$ cat src/rtl/stim_pkg.sv
// rtl/stim_pkg.sv - shared types and helpers for the packet stream driver
package stim_pkg;

   // Driver life cycle: wait for start, load+emit, emit what is left, hold quiet.
   typedef enum logic [1:0] {
      IDLE  = 2'd0,
      RUN   = 2'd1,
      DRAIN = 2'd2,
      DONE  = 2'd3
   } drv_state_e;

   // Counter width that stays legal when a packet has a single word.
   function automatic int idx_width(input int n);
      return (n > 1) ? $clog2(n) : 1;
   endfunction

endpackage

$ cat src/rtl/pkt_fifo.sv
// rtl/pkt_fifo.sv - synchronous FIFO of whole packets with head-of-queue view
module pkt_fifo #(
   parameter type T     = logic,
   parameter int  DEPTH = 4
) (
   input  logic clk_i,
   input  logic reset_ni,
   input  logic clr_i,
   input  logic push_i,
   input  T     data_i,
   input  logic pop_i,
   output logic full_o,
   output logic empty_o,
   output T     head_o
);

   localparam int AW = $clog2(DEPTH);

   // One extra pointer bit tells a full FIFO apart from an empty one.
   logic [AW:0] wr_ptr_q;
   logic [AW:0] rd_ptr_q;
   T            mem_q [DEPTH];

   assign empty_o = (wr_ptr_q == rd_ptr_q);
   assign full_o  = (wr_ptr_q[AW] != rd_ptr_q[AW]) &&
                    (wr_ptr_q[AW-1:0] == rd_ptr_q[AW-1:0]);
   assign head_o  = mem_q[rd_ptr_q[AW-1:0]];

   // Pointer update; a push into a full FIFO is dropped even if a pop happens alongside.
   always_ff @(posedge clk_i or negedge reset_ni) begin
      if (!reset_ni) begin
         wr_ptr_q <= '0;
         rd_ptr_q <= '0;
      end else if (clr_i) begin
         wr_ptr_q <= '0;
         rd_ptr_q <= '0;
      end else begin
         if (push_i && !full_o) begin
            wr_ptr_q <= wr_ptr_q + 1'b1;
         end
         if (pop_i && !empty_o) begin
            rd_ptr_q <= rd_ptr_q + 1'b1;
         end
      end
   end

   // Packet storage; entries are always written before the read pointer reaches them.
   always_ff @(posedge clk_i) begin
      if (push_i && !full_o) begin
         mem_q[wr_ptr_q[AW-1:0]] <= data_i;
      end
   end

endmodule

$ cat src/rtl/pkt_stream_driver.sv
// rtl/pkt_stream_driver.sv - buffers whole packets and serialises them onto a word stream
module pkt_stream_driver
   import stim_pkg::*;
#(
   parameter int WORD_W        = 255,
   parameter int WORDS_PER_PKT = 3,
   parameter int NUM_PKTS      = 10,
   parameter int FIFO_DEPTH    = 4
) (
   input  logic                             clk_i,
   input  logic                             reset_ni,
   input  logic                             start_i,
   input  logic                             pkt_valid_i,
   output logic                             pkt_ready_o,
   input  logic [WORDS_PER_PKT*WORD_W-1:0]  pkt_data_i,
   output logic                             out_valid_o,
   input  logic                             out_ready_i,
   output logic [WORD_W-1:0]                out_data_o,
   output logic                             out_last_o,
   output logic [$clog2(NUM_PKTS+1)-1:0]    pkt_cnt_o,
   output logic                             busy_o,
   output logic                             done_o
);

   localparam int CW = $clog2(NUM_PKTS + 1);
   localparam int IW = idx_width(WORDS_PER_PKT);

   localparam logic [CW-1:0] NUM_C    = CW'(NUM_PKTS);
   localparam logic [CW-1:0] LAST_CNT = CW'(NUM_PKTS - 1);
   localparam logic [IW-1:0] IDX_LAST = IW'(WORDS_PER_PKT - 1);

   typedef logic [WORD_W-1:0]          word_t;
   typedef word_t [WORDS_PER_PKT-1:0]  pkt_t;

   drv_state_e    state_q;
   drv_state_e    state_d;
   logic [CW-1:0] loaded_q;
   logic [CW-1:0] pkt_cnt_q;
   logic [IW-1:0] idx_q;

   logic fifo_full;
   logic fifo_empty;
   logic clr;
   logic push;
   logic beat;
   logic pop;
   logic last_word;
   logic busy;
   pkt_t pkt_in;
   pkt_t head;

   assign pkt_in    = pkt_data_i;
   assign busy      = (state_q == RUN) || (state_q == DRAIN);
   assign clr       = start_i && ((state_q == IDLE) || (state_q == DONE));

   // Ready depends only on registered state, so a same-cycle pop never frees a slot early.
   assign pkt_ready_o = (state_q == RUN) && !fifo_full && (loaded_q != NUM_C);
   assign push        = pkt_valid_i && pkt_ready_o;

   assign last_word   = (idx_q == IDX_LAST);
   assign out_valid_o = busy && !fifo_empty;
   assign out_data_o  = out_valid_o ? head[idx_q] : '0;
   assign out_last_o  = out_valid_o && last_word;
   assign beat        = out_valid_o && out_ready_i;
   assign pop         = beat && last_word;

   assign pkt_cnt_o = pkt_cnt_q;
   assign busy_o    = busy;
   assign done_o    = (state_q == DONE);

   pkt_fifo #(
      .T     (pkt_t),
      .DEPTH (FIFO_DEPTH)
   ) u_fifo (
      .clk_i    (clk_i),
      .reset_ni (reset_ni),
      .clr_i    (clr),
      .push_i   (push),
      .data_i   (pkt_in),
      .pop_i    (pop),
      .full_o   (fifo_full),
      .empty_o  (fifo_empty),
      .head_o   (head)
   );

   // State register.
   always_ff @(posedge clk_i or negedge reset_ni) begin
      if (!reset_ni) begin
         state_q <= IDLE;
      end else begin
         state_q <= state_d;
      end
   end

   // Next state; the final packet can finish while still in RUN when packets are one word long.
   always_comb begin
      state_d = state_q;
      case (state_q)
         IDLE: begin
            if (start_i) begin
               state_d = RUN;
            end
         end
         RUN: begin
            if (pop && (pkt_cnt_q == LAST_CNT)) begin
               state_d = DONE;
            end else if (loaded_q == NUM_C) begin
               state_d = DRAIN;
            end
         end
         DRAIN: begin
            if (pop && (pkt_cnt_q == LAST_CNT)) begin
               state_d = DONE;
            end
         end
         DONE: begin
            if (start_i) begin
               state_d = RUN;
            end
         end
         default: state_d = IDLE;
      endcase
   end

   // Loaded/emitted packet counters and the word index inside the head packet.
   always_ff @(posedge clk_i or negedge reset_ni) begin
      if (!reset_ni) begin
         loaded_q  <= '0;
         pkt_cnt_q <= '0;
         idx_q     <= '0;
      end else if (clr) begin
         loaded_q  <= '0;
         pkt_cnt_q <= '0;
         idx_q     <= '0;
      end else begin
         if (push) begin
            loaded_q <= loaded_q + 1'b1;
         end
         if (beat) begin
            idx_q <= last_word ? '0 : idx_q + 1'b1;
         end
         if (pop) begin
            pkt_cnt_q <= pkt_cnt_q + 1'b1;
         end
      end
   end

endmodule

$ cat config.mk
export PLATFORM = sky130hd
export DESIGN_NAME = pkt_stream_driver
export DESIGN_NICKNAME = d
export VERILOG_FILES = /design/src/rtl/stim_pkg.sv /design/src/rtl/pkt_fifo.sv /design/src/rtl/pkt_stream_driver.sv
export SDC_FILE = /design/constraint.sdc
export NUM_CORES = 2
export LEC_CHECK = 0
export CORE_ASPECT_RATIO = 2
export CORE_MARGIN = 2
export CORE_UTILIZATION = 50
export DETAILED_ROUTE_END_ITERATION = 10
export PLACE_DENSITY = 0.71
export SLEW_MARGIN = 20
export SYNTH_ARGS = -nofsm -noshare
export SYNTH_HDL_FRONTEND = slang
export SYNTH_HIERARCHICAL = 1
export SYNTH_SLANG_ARGS = --single-unit
$ cat constraint.sdc
create_clock -name clk_i -period 23.2 [get_ports clk_i]
set_input_delay 5.8 -clock clk_i [delete_from_list [all_inputs] [get_ports clk_i]]
set_output_delay 5.8 -clock clk_i [all_outputs]
set_load 0.01 [all_outputs]
* Yosys cells after proc, flatten, opt, wreduce, memory -nomap -nowiden
Memories as Yosys holds them, arrays and structs flattened.
Index checks and enable logic that the tools add are counted.
** Storage, ports and cells
- Memories :: 1
- Bits in registers :: 18
- Bits in writable memories :: 3060
- Input port bits :: 770
** Operators by class
- Magnitude comparators :: 1
- Eq/ne operators :: 13
- Mux-type cells :: 21
- Reduce and logical (&&, ||, !) cells :: 24
- $add $sub $neg :: 5
** Memories
- u_fifo.mem_q :: depth 4, width 765, rd ports 1, clocked after Yosys merged registers in 0, write ports 1, line pkt_fifo.sv:22 : T mem_q [DEPTH];
** Operator list (count)
- $bmux 255 s2 :: 1
- $mux 255 :: 2
- $mux 4 :: 4
- $mux 2 :: 7
- $logic_and 1x1->1 :: 12
- $mux 3 :: 4
- $reduce_bool 2->1 :: 5
- $add 4x1->4 const B :: 2
- $eq 4x4->1 const B :: 2
- $add 3x1->3 const B :: 2
- $eq 2x2->1 const B :: 3
- $pmux 2 s3 :: 1
- $ne 2x1->1 const B :: 2
- $ne 4x4->1 const B :: 1
- $eq 3x3->1 :: 1
- $lt 2x3->1 const B :: 1
- $ne 3x1->1 const B :: 1
- $reduce_and 3->1 :: 1
- $add 2x1->2 const B :: 1
- $eq 2x1->1 const B :: 1
- $eq 2x2->1 :: 1
- $logic_not 1->1 :: 2
- $logic_not 2->1 :: 1
- $logic_or 1x1->1 :: 2
- 3 further kinds :: 4

* Depth between registers and ports, before layout
- Word-level depth :: 9
- Mapped depth :: 11
- Gate-level depth less buffers :: 9

* By module
Netlist, hierarchy kept.
** By module, submodules not included
- pkt_fifo :: seq. area each 92038.3 µm², cells an instance 4064, instances 1, area an instance 110978.9 µm²
- pkt_stream_driver :: seq. area each 300.3 µm², cells an instance 1212, instances 1, area an instance 7008.0 µm²

* Worst setup path after synthesis
No wires, ideal clock.
- Path type :: input-to-reg
- Start point :: in pkt_valid_i
- End point :: mem u_fifo/mem_q[0][0] (netlist bit), enable pin
- Path slack :: -1.703 ns
- Required time :: 21.965 ns
- Stages on the path :: 5
- Data arrival time :: 23.668 ns
- Path buffers :: 0
- Cells stage by stage :: nand3_1 inv_1 inv_1 a31oi_1 and2_1
** Between the ends
- Longest elaborated chain between the ends :: 4
** Ends and longest elaborated chain
- start: declaration :: line pkt_stream_driver.sv:13 : input logic pkt_valid_i,
- $logic_and 1x1->1 :: line pkt_stream_driver.sv:58 : assign push = pkt_valid_i && pkt_ready_o;
- via push :: line pkt_stream_driver.sv:44 : logic push;
- $logic_and 1x1->1 :: line pkt_fifo.sv:49 : if (push_i && !full_o) begin
- $mux 1 :: line pkt_fifo.sv:49
- $mux 1 (implied by the code) :: line pkt_fifo.sv:50 : mem_q[wr_ptr_q[AW-1:0]] <= data_i;
- end: declaration :: line pkt_fifo.sv:22
The timed path passes the listed nets, and every way through them passes these cells.

==> results.json <==
{
  "sequentialPowerShare_pct": 43.8,
  "drtPass1Iterations": 7,
  "rsz0062_at_grt": "no",
  "synth.distinct_cells": 44,
  "outcome": "finished clean",
  "ys_seq_elements": 3078,
  "dieArea_um2": 240000,
  "wl_mm": 281,
  "peakVddDrop_mv": 0.134,
  "finalPower_w": 0.0158,
  "ant_nets": 0,
  "syn-instance-count": 5276,
  "drt_iter0_markers": 4929,
  "syn_avg_cell_area_um2": 22.4,
  "grt_pass1_vias": 60189,
  "synth_top_cell_area_share_pct": 77.9,
  "place_congestion": 0.791,
  "switching_share_pct": 29.4,
  "ioPinCount": 1034,
  "p_switching_w": 0.00464,
  "final_util_pct": 59.6,
  "drv_cap": 0,
  "clock_sinks": 3078,
  "p_per_area_nw_per_um2": 113,
  "h-tree-depth": 5,
  "clock.fmax_ghz": 0.0799,
  "fin_area_um2": 140000,
  "core_area_um2": 235000,
  "dpl.hpwl_mm": 174,
  "ctsResizeCount": 0,
  "grt_max_degree": 151,
  "path_max_fanout": 98,
  "power_frac_comb_pct": 28.2,
  "grt_usage_pct": 23.1,
  "antenna_found_initial": 159,
  "synth.area.top_cells": "edfxtp_1 78%, mux4_2 15%, mux2i_1 2.2%",
  "ctsRootBufferMaster": "clkbuf_16",
  "die_x_um": 347,
  "nets": 7162,
  "finClkSkew_ns": 0.0505,
  "internal_power_w": 0.0112,
  "period_share_pct": 54.0,
  "cp-start-kind": "register",
  "synth-main-ff-cell": "edfxtp_1",
  "yosysTopAreaCell": "edfxtp_1",
  "worst_pin_slew_ns": 1.14,
  "power_leakage_nw": 43.3,
  "hold_class": "reg -> reg",
  "synth.most_common_cell": "edfxtp_1",
  "instances_no_fill": 9735,
  "synth_edf_count": 3060,
  "post-cts-setup-buffer-count": 0,
  "cts.path.max_buffers": 4,
  "yosys-top-cells-count": "3060 x edfxtp_1, 765 x mux4_2, 519 x nor2_1, 262 x a21oi_1, 255 x mux2i_1",
  "ys_warn_count": 6,
  "start_util_pct": 50.2,
  "drive_gt1_share_pct": 18.9,
  "place_area_um2": 131000,
  "finalHoldViolations": 0,
  "crit_arrival_ns": 6.72,
  "clkLatencyLatePin_ns": 0.85,
  "grt_pass1_wl_mm": 408,
  "rows": 252,
  "wl_per_cell_um": 28.8,
  "dieHeight_um": 691,
  "path_class": "reg -> out",
  "required_ns": 17.40,
  "overflow": 0,
  "synthArstFlopShare_pct": 0.585,
  "setup_viol": 0,
  "slew_viol_final": 0,
  "yosysSeqAreaShare_pct": 78.3,
  "finalCriticalPeriod_ns": 12.52,
  "io_buffers": 1033,
  "synth_area_um2": 118000,
  "slowest_delay_ns": 0.99,
  "numCtsBuffers": 272,
  "area_growth_pct": 18.7,
  "slew_headroom_pct": 24.2,
  "path_clk_slew_ns": 0.06,
  "cpMaxStageDelayCell": "dfrtp_4",
  "dr_total_vias": 56918,
  "tritoncts": "built",
  "endpoint_kind": "primary output",
  "place_inst": 9153,
  "routed_via_density": 5.85,
  "pwr-share-clk_pct": 28.1,
  "hold_buffers": 0,
  "drcViolationCount": 0,
  "crit_chain": "buf_4 -> buf_4 -> buf_12 -> buf_6 -> mux4_2 -> mux2i_1 -> nor2_1 -> a21oi_1 -> nor2_1 -> clkdlybuf4s50_1",
  "synth_fp_nets": 6058
}
[cells in the final DEF (no fill, tap or decap), types with 8 or more instances in the layout]
master,instances
diode_2,101
a21oi_1,262
inv_1,12
clkinvlp_4,9
dfrtp_1,14
buf_4,66
nor2_1,519
nand3_1,10
clkdlybuf4s50_1,1033
clkbuf_1,47
edfxtp_1,3060
buf_12,17
clkinv_4,8
ha_1,12
clkbuf_16,280
clkinv_1,60
mux2i_1,255
mux4_2,765
bufinv_16,20
clkinv_2,38
[worst max-delay path, delay by kind of cell, from the launching register on]
kind,cells,cell delay [ns]
muxes,2,0.77
and+or+nand+nor,2,0.14
buffers and inverters,5,3.28
AOI/OAI and AO/OA,1,0.33
DFF,1,0.99
[final cells by class]
class                      instances  area, µm²
clock inverter                   150       1370
sequential                      3078      92400
inverter                          13       48.8
tap                             3048       3810
clock buffer                     330       7220
timing repair buffer            1119      11200
multi-input combinational       1896      23800
fill                           16644      95100
antenna                          101        253
[per-stage QoR]
stage | TNS (ns) | hold WS, ns | worst slack, ns
5_1_grt | 0 | 0.608 | 10.03
2_1_floorplan | -2604.62 | 0.497 | -1.70
3_5_place_dp | 0 | 0.551 | 11.02
3_3_place_gp | 0 | 0.514 | 11.07
4_1_cts | 0 | 0.564 | 10.05
6_report | 0 | 0.570 | 10.68
[power groups by stage]
| stage | clock (W) | combinational, W | sequential (W) |
|---|---|---|---|
| floorplan | 0 | 0.00262 | 0.00733 |
| global placement | 0 | 0.00449 | 0.00700 |
| detailed placement | 0 | 0.00451 | 0.00704 |
| CTS | 0.00453 | 0.00453 | 0.00692 |
| global route | 0.00471 | 0.00475 | 0.00696 |
| finish | 0.00443 | 0.00445 | 0.00692 |
[flip-flops by register name (all words and copies together) (netlist names)]
signal,count
loaded_q,4
u_fifo/rd_ptr_q,3
idx_q,2
u_fifo/wr_ptr_q,3
u_fifo/mem_q,3060
pkt_cnt_o,4
state_q,2
[path summary, 6_finish.rpt]
path | slack (ns) | from | depth (start not counted) | to
setup / recovery | 10.68 | u_fifo/rd_ptr_q[0] | 10 | out_data_o[192]
hold / removal | 0.57 | loaded_q[3] | 2 | loaded_q[3]
setup reg to reg | 16.05 | u_fifo/rd_ptr_q[0] | 12 | u_fifo/mem_q[1][697]
hold reg to reg | 0.57 | loaded_q[3] | 2 | loaded_q[3]
max in group asynchronous | 16.98 | reset_ni | 1 | u_fifo/rd_ptr_q[1]
min in group asynchronous | 5.48 | reset_ni | 1 | pkt_cnt_o[3]
[cells by family (layout without fill, tap and decap cells)]
group / count (synthesis) / count (layout) / share of synthesized area (%)
other: 0 / 101 / 0
AND/OR/NAND/NOR: 571 / 571 / 1.93
AO/OA/AOI/OAI: 282 / 282 / 1.23
XOR/XNOR: 10 / 10 / 0.0870
flip-flops: 3078 / 3078 / 78.3
adder cells (fa/ha/maj): 12 / 12 / 0.127
multiplexers: 1021 / 1021 / 16.8
buffers and inverters: 302 / 1612 / 1.60
[metal layers]
metal	vias to the layer above	track usage, %	routed length, µm
met2	2066	37.8	140000
met5	-	0	915
met3	508	8.44	28500
li1	24200	-	-
met1	30014	28.6	103000
met4	130	8.10	8060
(Power assumes the default switching activity.)
